$ cat src/rtl/branch_resolve_unit_if.sv
`default_nettype none
// ============================================================================
// Module   : branch_resolve_unit_if
// Purpose  : Execute/fetch-side signal bundle for the branch resolve unit.
// Revision : 1.0
// ============================================================================
interface branch_resolve_unit_if #(
    parameter int OPCODEWIDTH = 4,
    parameter int PCWIDTH     = 32,
    parameter int CNTWIDTH    = 16
);
    logic                   enE;
    logic                   stallE;
    logic [OPCODEWIDTH-1:0] opcodeE;
    logic [PCWIDTH-1:0]     pcE;
    logic                   predTakenE;
    logic                   flagsWriteE;
    logic [3:0]             aluFlagsE;
    logic [PCWIDTH-1:0]     pcF;
    logic                   predTakenF;
    logic                   takeBranchE;
    logic                   takeBranchM;
    logic                   mispredictM;
    logic [3:0]             flagsOut;
    logic [CNTWIDTH-1:0]    branchCount;
    logic [CNTWIDTH-1:0]    mispredictCount;

    modport master (
        output enE, stallE, opcodeE, pcE, predTakenE, flagsWriteE, aluFlagsE, pcF,
        input  predTakenF, takeBranchE, takeBranchM, mispredictM, flagsOut,
               branchCount, mispredictCount
    );

    modport slave (
        input  enE, stallE, opcodeE, pcE, predTakenE, flagsWriteE, aluFlagsE, pcF,
        output predTakenF, takeBranchE, takeBranchM, mispredictM, flagsOut,
               branchCount, mispredictCount
    );
endinterface
`default_nettype wire

$ cat src/rtl/branch_resolve_unit.sv
`default_nettype none
// ============================================================================
// Module   : branch_resolve_unit
// Purpose  : NZVC flag register, branch condition evaluation, 2-bit BHT and
//            registered taken/mispredict results with saturating statistics.
// Revision : 1.0
// ============================================================================
module branch_resolve_unit #(
    parameter int                     OPCODEWIDTH = 4,
    parameter int                     PCWIDTH     = 32,
    parameter int                     BHT_ENTRIES = 16,
    parameter int                     CNTWIDTH    = 16,
    parameter logic [OPCODEWIDTH-1:0] OP_BEQ      = 4'b1011,
    parameter logic [OPCODEWIDTH-1:0] OP_BNE      = 4'b1100,
    parameter logic [OPCODEWIDTH-1:0] OP_BLT      = 4'b1101,
    parameter logic [OPCODEWIDTH-1:0] OP_BGE      = 4'b1110,
    parameter logic [OPCODEWIDTH-1:0] OP_B        = 4'b1111
) (
    input  wire logic            clk,
    input  wire logic            reset,
    branch_resolve_unit_if.slave bru
);
    localparam int IDXW = $clog2(BHT_ENTRIES);

    logic [3:0]          r_flags;
    logic [1:0]          r_bht [BHT_ENTRIES];
    logic                r_take_m;
    logic                r_mispredict_m;
    logic [CNTWIDTH-1:0] r_branch_count;
    logic [CNTWIDTH-1:0] r_mispredict_count;

    logic            w_is_branch;
    logic            w_cond;
    logic            w_take;
    logic            w_fire;
    logic            w_mispredict;
    logic [IDXW-1:0] w_idx_e;
    logic [IDXW-1:0] w_idx_f;
    logic            w_unused_bits;

    assign w_is_branch = bru.enE & ((bru.opcodeE == OP_BEQ) | (bru.opcodeE == OP_BNE) |
                                    (bru.opcodeE == OP_BLT) | (bru.opcodeE == OP_BGE) |
                                    (bru.opcodeE == OP_B));

    // Conditions read the architectural register, never the ALU's in-flight flags.
    always_comb begin
        w_cond = 1'b0;
        if (bru.opcodeE == OP_BEQ)      w_cond = r_flags[2];
        else if (bru.opcodeE == OP_BNE) w_cond = ~r_flags[2];
        else if (bru.opcodeE == OP_BLT) w_cond = r_flags[3] ^ r_flags[1];
        else if (bru.opcodeE == OP_BGE) w_cond = ~(r_flags[3] ^ r_flags[1]);
        else if (bru.opcodeE == OP_B)   w_cond = 1'b1;
    end

    assign w_take       = w_is_branch & w_cond;
    assign w_fire       = w_is_branch & ~bru.stallE;
    assign w_mispredict = w_fire & (w_take != bru.predTakenE);
    assign w_idx_e      = bru.pcE[IDXW+1:2];
    assign w_idx_f      = bru.pcF[IDXW+1:2];

    assign w_unused_bits = ^{bru.pcE[PCWIDTH-1:IDXW+2], bru.pcE[1:0],
                             bru.pcF[PCWIDTH-1:IDXW+2], bru.pcF[1:0]};

    always_ff @(posedge clk or posedge reset) begin
        if (reset) begin
            r_flags <= 4'b0000;
        end else if (bru.enE && bru.flagsWriteE && !bru.stallE) begin
            r_flags <= bru.aluFlagsE;
        end
    end

    // Predictor table resets to weakly-not-taken; saturating 2-bit update on fire.
    always_ff @(posedge clk or posedge reset) begin
        if (reset) begin
            for (int i = 0; i < BHT_ENTRIES; i++) begin
                r_bht[i] <= 2'b01;
            end
        end else if (w_fire) begin
            if (w_take && (r_bht[w_idx_e] != 2'b11)) begin
                r_bht[w_idx_e] <= r_bht[w_idx_e] + 2'b01;
            end else if (!w_take && (r_bht[w_idx_e] != 2'b00)) begin
                r_bht[w_idx_e] <= r_bht[w_idx_e] - 2'b01;
            end
        end
    end

    always_ff @(posedge clk or posedge reset) begin
        if (reset) begin
            r_take_m       <= 1'b0;
            r_mispredict_m <= 1'b0;
        end else begin
            r_take_m       <= w_fire & w_take;
            r_mispredict_m <= w_mispredict;
        end
    end

    always_ff @(posedge clk or posedge reset) begin
        if (reset) begin
            r_branch_count     <= '0;
            r_mispredict_count <= '0;
        end else if (w_fire) begin
            if (r_branch_count != '1) begin
                r_branch_count <= r_branch_count + 1'b1;
            end
            if (w_mispredict && (r_mispredict_count != '1)) begin
                r_mispredict_count <= r_mispredict_count + 1'b1;
            end
        end
    end

    assign bru.predTakenF      = r_bht[w_idx_f][1];
    assign bru.takeBranchE     = w_take;
    assign bru.takeBranchM     = r_take_m;
    assign bru.mispredictM     = r_mispredict_m;
    assign bru.flagsOut        = r_flags;
    assign bru.branchCount     = r_branch_count;
    assign bru.mispredictCount = r_mispredict_count;
endmodule
`default_nettype wire

$ cat src/flat_wrapper.sv
// flat-port wrapper written by rule: the top's interface ports become plain ports
module branch_resolve_unit_flat 
#(
    parameter int                     OPCODEWIDTH = 4,
    parameter int                     PCWIDTH     = 32,
    parameter int                     BHT_ENTRIES = 16,
    parameter int                     CNTWIDTH    = 16,
    parameter logic [OPCODEWIDTH-1:0] OP_BEQ      = 4'b1011,
    parameter logic [OPCODEWIDTH-1:0] OP_BNE      = 4'b1100,
    parameter logic [OPCODEWIDTH-1:0] OP_BLT      = 4'b1101,
    parameter logic [OPCODEWIDTH-1:0] OP_BGE      = 4'b1110,
    parameter logic [OPCODEWIDTH-1:0] OP_B        = 4'b1111
)
  (clk, reset, bru_enE, bru_stallE, bru_opcodeE, bru_pcE, bru_predTakenE, bru_flagsWriteE, bru_aluFlagsE, bru_pcF, bru_predTakenF, bru_takeBranchE, bru_takeBranchM, bru_mispredictM, bru_flagsOut, bru_branchCount, bru_mispredictCount);
  branch_resolve_unit_if #(.OPCODEWIDTH(OPCODEWIDTH), .PCWIDTH(PCWIDTH), .CNTWIDTH(CNTWIDTH)) bru_i ();
  input  wire logic clk;
  input  wire logic reset;
  input wire logic [$bits(bru_i.enE)-1:0] bru_enE;
  input wire logic [$bits(bru_i.stallE)-1:0] bru_stallE;
  input wire logic [$bits(bru_i.opcodeE)-1:0] bru_opcodeE;
  input wire logic [$bits(bru_i.pcE)-1:0] bru_pcE;
  input wire logic [$bits(bru_i.predTakenE)-1:0] bru_predTakenE;
  input wire logic [$bits(bru_i.flagsWriteE)-1:0] bru_flagsWriteE;
  input wire logic [$bits(bru_i.aluFlagsE)-1:0] bru_aluFlagsE;
  input wire logic [$bits(bru_i.pcF)-1:0] bru_pcF;
  output wire logic [$bits(bru_i.predTakenF)-1:0] bru_predTakenF;
  output wire logic [$bits(bru_i.takeBranchE)-1:0] bru_takeBranchE;
  output wire logic [$bits(bru_i.takeBranchM)-1:0] bru_takeBranchM;
  output wire logic [$bits(bru_i.mispredictM)-1:0] bru_mispredictM;
  output wire logic [$bits(bru_i.flagsOut)-1:0] bru_flagsOut;
  output wire logic [$bits(bru_i.branchCount)-1:0] bru_branchCount;
  output wire logic [$bits(bru_i.mispredictCount)-1:0] bru_mispredictCount;
  assign bru_i.enE = bru_enE;
  assign bru_i.stallE = bru_stallE;
  assign bru_i.opcodeE = bru_opcodeE;
  assign bru_i.pcE = bru_pcE;
  assign bru_i.predTakenE = bru_predTakenE;
  assign bru_i.flagsWriteE = bru_flagsWriteE;
  assign bru_i.aluFlagsE = bru_aluFlagsE;
  assign bru_i.pcF = bru_pcF;
  assign bru_predTakenF = bru_i.predTakenF;
  assign bru_takeBranchE = bru_i.takeBranchE;
  assign bru_takeBranchM = bru_i.takeBranchM;
  assign bru_mispredictM = bru_i.mispredictM;
  assign bru_flagsOut = bru_i.flagsOut;
  assign bru_branchCount = bru_i.branchCount;
  assign bru_mispredictCount = bru_i.mispredictCount;
  branch_resolve_unit #(.OPCODEWIDTH(OPCODEWIDTH), .PCWIDTH(PCWIDTH), .BHT_ENTRIES(BHT_ENTRIES), .CNTWIDTH(CNTWIDTH), .OP_BEQ(OP_BEQ), .OP_BNE(OP_BNE), .OP_BLT(OP_BLT), .OP_BGE(OP_BGE), .OP_B(OP_B)) u_core (.clk(clk), .reset(reset), .bru(bru_i));
endmodule
$ cat config.mk
export PLATFORM = sky130hd
export DESIGN_NAME = branch_resolve_unit_flat
export DESIGN_NICKNAME = d
export VERILOG_FILES = /design/src/rtl/branch_resolve_unit_if.sv /design/src/rtl/branch_resolve_unit.sv /design/src/flat_wrapper.sv
export SDC_FILE = /design/constraint.sdc
export NUM_CORES = 1
export LEC_CHECK = 0
export CORE_ASPECT_RATIO = 0.6
export CORE_UTILIZATION = 47
export CTS_CLUSTER_DIAMETER = 60
export DETAILED_ROUTE_END_ITERATION = 7
export GPL_TIMING_DRIVEN = 0
export HOLD_SLACK_MARGIN = 0.06
export PLACE_DENSITY = 0.8
export SLEW_MARGIN = 20
export SYNTH_ARGS = -nofsm -noshare
export SYNTH_HDL_FRONTEND = slang
export SYNTH_SLANG_ARGS = --single-unit
$ cat constraint.sdc
create_clock -name clk -period 3.49 [get_ports clk]
set_clock_uncertainty 0.15 [all_clocks]
set_input_delay 0.698 -clock clk [delete_from_list [all_inputs] [get_ports clk]]
set_output_delay 0.698 -clock clk [all_outputs]
set_load 0.01 [all_outputs]
After elaboration in Yosys (flattened, before gate mapping)

Cells that the tools add are included.

Flip-flop bits (word level): 70
Latch bits: 0
Bits in writable memories: 0
Memory bits (read-only): 0
Input bits: 78
Logic and storage cells: 82
Memories: 0

Add/subtract/negate cells: 4
Multipliers: 0
Div/mod/pow operators: 0
Magnitude comparators: 3
Equality and inequality tests: 9
Shift operators: 0
Muxes and demuxes: 17
Bitwise gates (word level): 15
Reductions and logical operators: 13

Operators by type and width:

| operator                                                                     | number |
|---|---|
| 32-bit bitwise mux                                                           | 2 |
| 32-bit two-way mux                                                           | 2 |
| 16-bit by 1-bit adder with 16-bit output, second input constant              | 2 |
| 16-bit != test, second input constant                                        | 2 |
| 4-bit equality test, second input constant                                   | 5 |
| 2-bit binary-select mux with 4-bit select                                    | 2 |
| 5-bit greater-or-equal comparator, second input constant                     | 2 |
| 2-bit two-way mux                                                            | 5 |
| 4-bit inverter with 5-bit output                                             | 2 |
| 2-bit demux with 4-bit select                                                | 1 |
| 1-bit logical AND                                                            | 6 |
| 2-bit AND reduction                                                          | 3 |
| 1-bit bitwise AND                                                            | 5 |
| 5-bit by 1-bit less-than comparator with 1-bit output, second input constant | 1 |
| 1-bit two-way mux                                                            | 5 |
| 1-bit bitwise OR                                                             | 4 |
| 2-bit nonzero test                                                           | 2 |
| 1-bit inverter                                                               | 3 |
| 2-bit by 1-bit adder with 2-bit output, second input constant                | 1 |
| 1-bit zero test                                                              | 2 |
| 2-bit != test, second input constant                                         | 1 |
| 2-bit by 1-bit subtractor with 2-bit output, second input constant           | 1 |
| 1-bit != test                                                                | 1 |
| 1-bit bitwise XOR                                                            | 1 |

Depth between registers and ports, before layout

Word-level depth: 11
Mapped depth: 13
Mapped depth without buffers: 10

Worst setup path before layout

Ideal clock, no wire load.

Path type: in2reg
Start: in bru_pcE[2]
End: reg (tool-made name)
Library setup time: 0.085 ns
Arrival time: 2.999 ns
Required time: 3.255 ns
Path slack: 0.256 ns
Stages: 10
Path buffers: 1
Cell sequence: mux4_2 -> mux2_2 -> o21ai_2 -> buf_4 -> inv_2 -> ha_1 -> nor3_1 -> mux2i_4 -> nor2_2 -> mux2_1

RTL lines:

| item            | line               | source |
|---|---|---|
| start, declared | flat_wrapper.sv:21 | `input wire logic [$bits(bru_i.pcE)-1:0] bru_pcE;` |

Worst setup path in the final report

Start: in bru_pcF[2]
End: out bru_predTakenF

Word-level cells in the longest chain between the ends: 4

Ends and longest elaborated chain:

| item                                                   | line                       | source |
|---|---|---|
| start, declared                                        | flat_wrapper.sv:25         | `input wire logic [$bits(bru_i.pcF)-1:0] bru_pcF;` |
| 4-bit inverter with 5-bit output (not written as such) | branch_resolve_unit.sv:111 | `assign bru.predTakenF = r_bht[w_idx_f][1];` |
| 2-bit binary-select mux with 4-bit select              | branch_resolve_unit.sv:111 |  |
| 2-bit two-way mux (not written as such) (2 in a row)   | branch_resolve_unit.sv:111 |  |
| end, declared                                          | flat_wrapper.sv:26         | `output wire logic [$bits(bru_i.predTakenF)-1:0] bru_predTakenF;` |

Every way passes these cells. The select of a mux whose other input is x is not followed.

==> run summary <==
The HPWL reported at the end of detailed placement came out at 6.33 mm. Setup repair after global routing left no endpoint under its margin. Measured along the y axis, the die boundary spans 71.7 µm.

The number of antenna violations at the first check in global routing is 0. Area growth from synthesis to final layout: 29.2%. Antenna diode count: 0. Ratio of total power to cell area: 473 nW/µm².

The tree is rooted in a sky130_fd_sc_hd__clkbuf_16. After detailed routing, the average wire length per cell comes to 17.9 µm. The run finished with clean final reports. The count of warnings emitted by yosys was 0. In this run, the number of DRC markers left after iteration 0 of detailed routing was 257. The number of vias per cell after detailed routing works out to 5.73.

The run gives 0.285 mV as the maximum vdd ir drop. The logs give 0 ps for the final total negative setup slack and 40.5 ps for the worst-case setup margin in the final layout. The maximum fanout along the worst path came out at 4. Routability-driven placement finished with a final weighted congestion of 0.881. The all-layer global routing usage was 23.2%. The register clock-pin slew on the reported worst setup and hold paths is 50 ps. The measured slew at the worst slew-check pin came out at 892 ps. The logs give 50.5% for the starting utilization of the core area and 2,901 for the via count of the first global-routing pass. The final critical path takes up 98.8% of the cycle. The total DRC errors in the routed layout came out at 0. The critical path endpoint category was an output port.

The final layout contains routed wiring with a total length of 8.78 mm. The smallest clock period supported by the final layout is computed as 3450 ps. Count of buffers inserted at the top-level ports: 60.

The die width is 118 µm. The kind of path behind the tightest hold check was flip-flop to flip-flop. In this run the count of I/O pins placed on the die edge is 118.

STA classifies the critical path startpoint as an input pin. In the final design database the tool counted 464 nets. The netlist uses 54 different library cells. The delay contributed by the slowest stage of the critical path came out at 580 ps. Summed over all cells, the static leakage comes to 1.98 nW.

The critical path is of the input pin to output port type. The sequential-to-total area share from yosys stat was 46.6%; the number of cells on the worst hold path was 1. TritonCTS built the clock tree. Number of pins with negative max-slew slack in the final report: 0.

The first detailed-routing pass took 4 iterations. In the final layout, the share of cells above drive strength 1 is 26.1%. On the critical path, the stage with the largest delay is an instance of sky130_fd_sc_hd__mux4_2. After synthesis, the largest area contributor takes up 35.5% of total cell area. The H-tree was split into 3 levels. The logs give 40.1% for the headroom to the max-slew limit and 24 for the floorplan row count.

Measured in cells, the most critical reg-to-reg path has a length of 11. The signal on the critical path passes through clkdlybuf4s15_1 > mux4_2 > mux4_2 > clkdlybuf4s50_1. The detail route stage leaves a number of antenna-violating nets equal to 0. The first global-routing pass estimated 14.8 mm of wire. The tools report the via count as 2,812. The tools report the area of the placeable core as 7540 µm².

Entering global routing, the biggest net connects 54 pins. The setup violation total in the final timing report is 0. The synthesized design spends more area on one cell type than any other, namely sky130_fd_sc_hd__dfrtp_1. For the pre-CTS setup slack, the log shows -874 ps. By area the synthesized netlist is led by sky130_fd_sc_hd__dfrtp_1, sky130_fd_sc_hd__dfstp_2, sky130_fd_sc_hd__mux4_2. Counting every net in the synthesized netlist gives 389. The run gives 3800 µm² as the post-synthesis instance area.

The tools report the synthesized netlist cell count as 307. The number of clock sinks is 70, and the residual overflow from global routing is 0. The mean cell area of the mapped netlist came out at 12.4 µm². The floorplan step defined a die boundary enclosing 8470 µm². Max-cap violations in this run came to 0. The clock passes through at most 2 buffers. The logs give 9 for the clock buffer count from CTS and 330 ps for the insertion delay of the later-clocked pin in the worst-skew pair. At the worst endpoint, the arrival time is 2600 ps. The number of flip-flops and latches in the synthesized netlist was 70. The end-of-flow core utilization was 65.2%; the number of hold-slack violations in the final timing report was 0. Derived from the worst setup path, the maximum achievable clock frequency is 290 MHz. By instance count, the cell type seen most on the critical path is sky130_fd_sc_hd__mux4_2. For the worst setup path, the data required time is 2640 ps.
==> synthesized netlist by cell type, drive strengths merged <==
cell type,number
a211oi,1
clkbuf,4
inv,6
mux4,14
nor4,6
o21ai,2
or3,1
or2,2
nand3b,1
nand2,18
ha,4
buf,11
a31oi,2
nor4b,2
o21a,1
nor3,15
a21boi,1
dfstp,16
mux2i,5
a41oi,3
a21oi,4
o32a,12
xnor2,16
nand4,12
o31a,1
o22ai,1
and2,1
o22a,4
and3,3
nand3,13
mux2,26
nand2b,4
and4,2
dfrtp,54
nor2,25
xor2,11
nor2b,1
nor3b,2
==> routing by layer <==
metal	GRT usage (%)	share of wire, %	up-vias
met5	0	0	-
met4	5.84	0.87	0
met3	8.68	7.7	7
met2	34.8	45	97
met1	31.9	46	1403
li1	-	-	1305
==> worst paths after layout <==
path | from | endpoint | slack, ps
hold reg to reg | u_core.bru.mispredictCount[14] | u_core.bru.mispredictCount[14] | 340
hold / removal | u_core.bru.mispredictCount[14] | u_core.bru.mispredictCount[14] | 340
min in group asynchronous | reset | u_core.bru.mispredictCount[3] | 510
max in group asynchronous | reset | async pin | 2100
setup reg to reg | flip-flop | u_core.r_bht[31] | 470
setup / recovery | bru_pcF[2] | bru_predTakenF | 40
==> layout make-up <==
cell class	count	area (µm²)
fill	575	2620
clock buffer	13	250
buffer	15	121
multi-input combinational	216	1920
clock inverter	3	43.8
timing repair buffer	64	649
inverter	6	25.0
tap	104	130
sequential	70	1770
==> worst max-delay path: cells and delay by family <==
kind	cells	cell delay (ps)
mux	2	1050
buf+inv	2	850
==> cell families (layout without fill, tap and decap cells) <==
logic type      count (synthesis)  in the layout  synth area share, %
mux                            45             45                 18.2
simple gates                  108            108                 16.7
xor+xnor                       27             27                 6.71
fa+ha+maj                       4              4                 1.32
flops                          70             70                 46.6
buf+inv                        21            101                 3.22
compound gates                 32             32                 7.27
==> timing repair <==
action                     in CTS  in global routing
setup endpoints to repair      33                 33
pin swaps                       0                  0
setup buffers                   0                  3
hold buffers                    0                  0
gates resized for setup        13                  5
cloned                          0                  0
==> cell usage in the layout, fill, tap and decap left out, types with 3 or more instances in the layout <==
cell type / n
sky130_fd_sc_hd__nor2_2: 12
sky130_fd_sc_hd__xor2_1: 11
sky130_fd_sc_hd__nand3_1: 13
sky130_fd_sc_hd__nor2_1: 13
sky130_fd_sc_hd__buf_4: 4
sky130_fd_sc_hd__nor4_1: 3
sky130_fd_sc_hd__xnor2_1: 15
sky130_fd_sc_hd__mux2_4: 3
sky130_fd_sc_hd__nand4_1: 12
sky130_fd_sc_hd__clkbuf_16: 9
sky130_fd_sc_hd__clkdlybuf4s50_1: 56
sky130_fd_sc_hd__inv_1: 3
sky130_fd_sc_hd__mux2_2: 5
sky130_fd_sc_hd__nand2b_1: 4
sky130_fd_sc_hd__nor4_2: 3
sky130_fd_sc_hd__o32a_1: 12
sky130_fd_sc_hd__o22a_1: 4
sky130_fd_sc_hd__mux2_1: 18
sky130_fd_sc_hd__mux2i_2: 3
sky130_fd_sc_hd__ha_1: 4
sky130_fd_sc_hd__and3_1: 3
sky130_fd_sc_hd__dfstp_2: 16
sky130_fd_sc_hd__nor3_1: 9
sky130_fd_sc_hd__a21oi_1: 4
sky130_fd_sc_hd__mux4_2: 14
sky130_fd_sc_hd__buf_6: 3
sky130_fd_sc_hd__nor3_2: 6
sky130_fd_sc_hd__nand2_1: 17
sky130_fd_sc_hd__a41oi_1: 3
sky130_fd_sc_hd__dfrtp_1: 54
sky130_fd_sc_hd__clkbuf_1: 6
sky130_fd_sc_hd__buf_1: 4
==> power breakdown <==
| part | internal (mW) | switching [mW] | leakage, nW |
|---|---|---|---|
| clock | 0.573 | 0.330 | 0.144 |
| sequential | 0.900 | 0.0858 | 0.890 |
| combinational | 0.235 | 0.202 | 0.951 |
| total | 1.71 | 0.618 | 1.98 |
==> through the flow <==
step,hold WS (ps),area (µm²),power (mW),cells
after floorplan,332,3800,1.21,307
after CTS,346,4890,2.34,488
final,341,4910,2.33,491
after global routing,375,4910,2.42,491
after detailed placement,338,4570,1.42,472
after global placement,337,4540,1.40,471
Power figures use the tool's default switching activity.
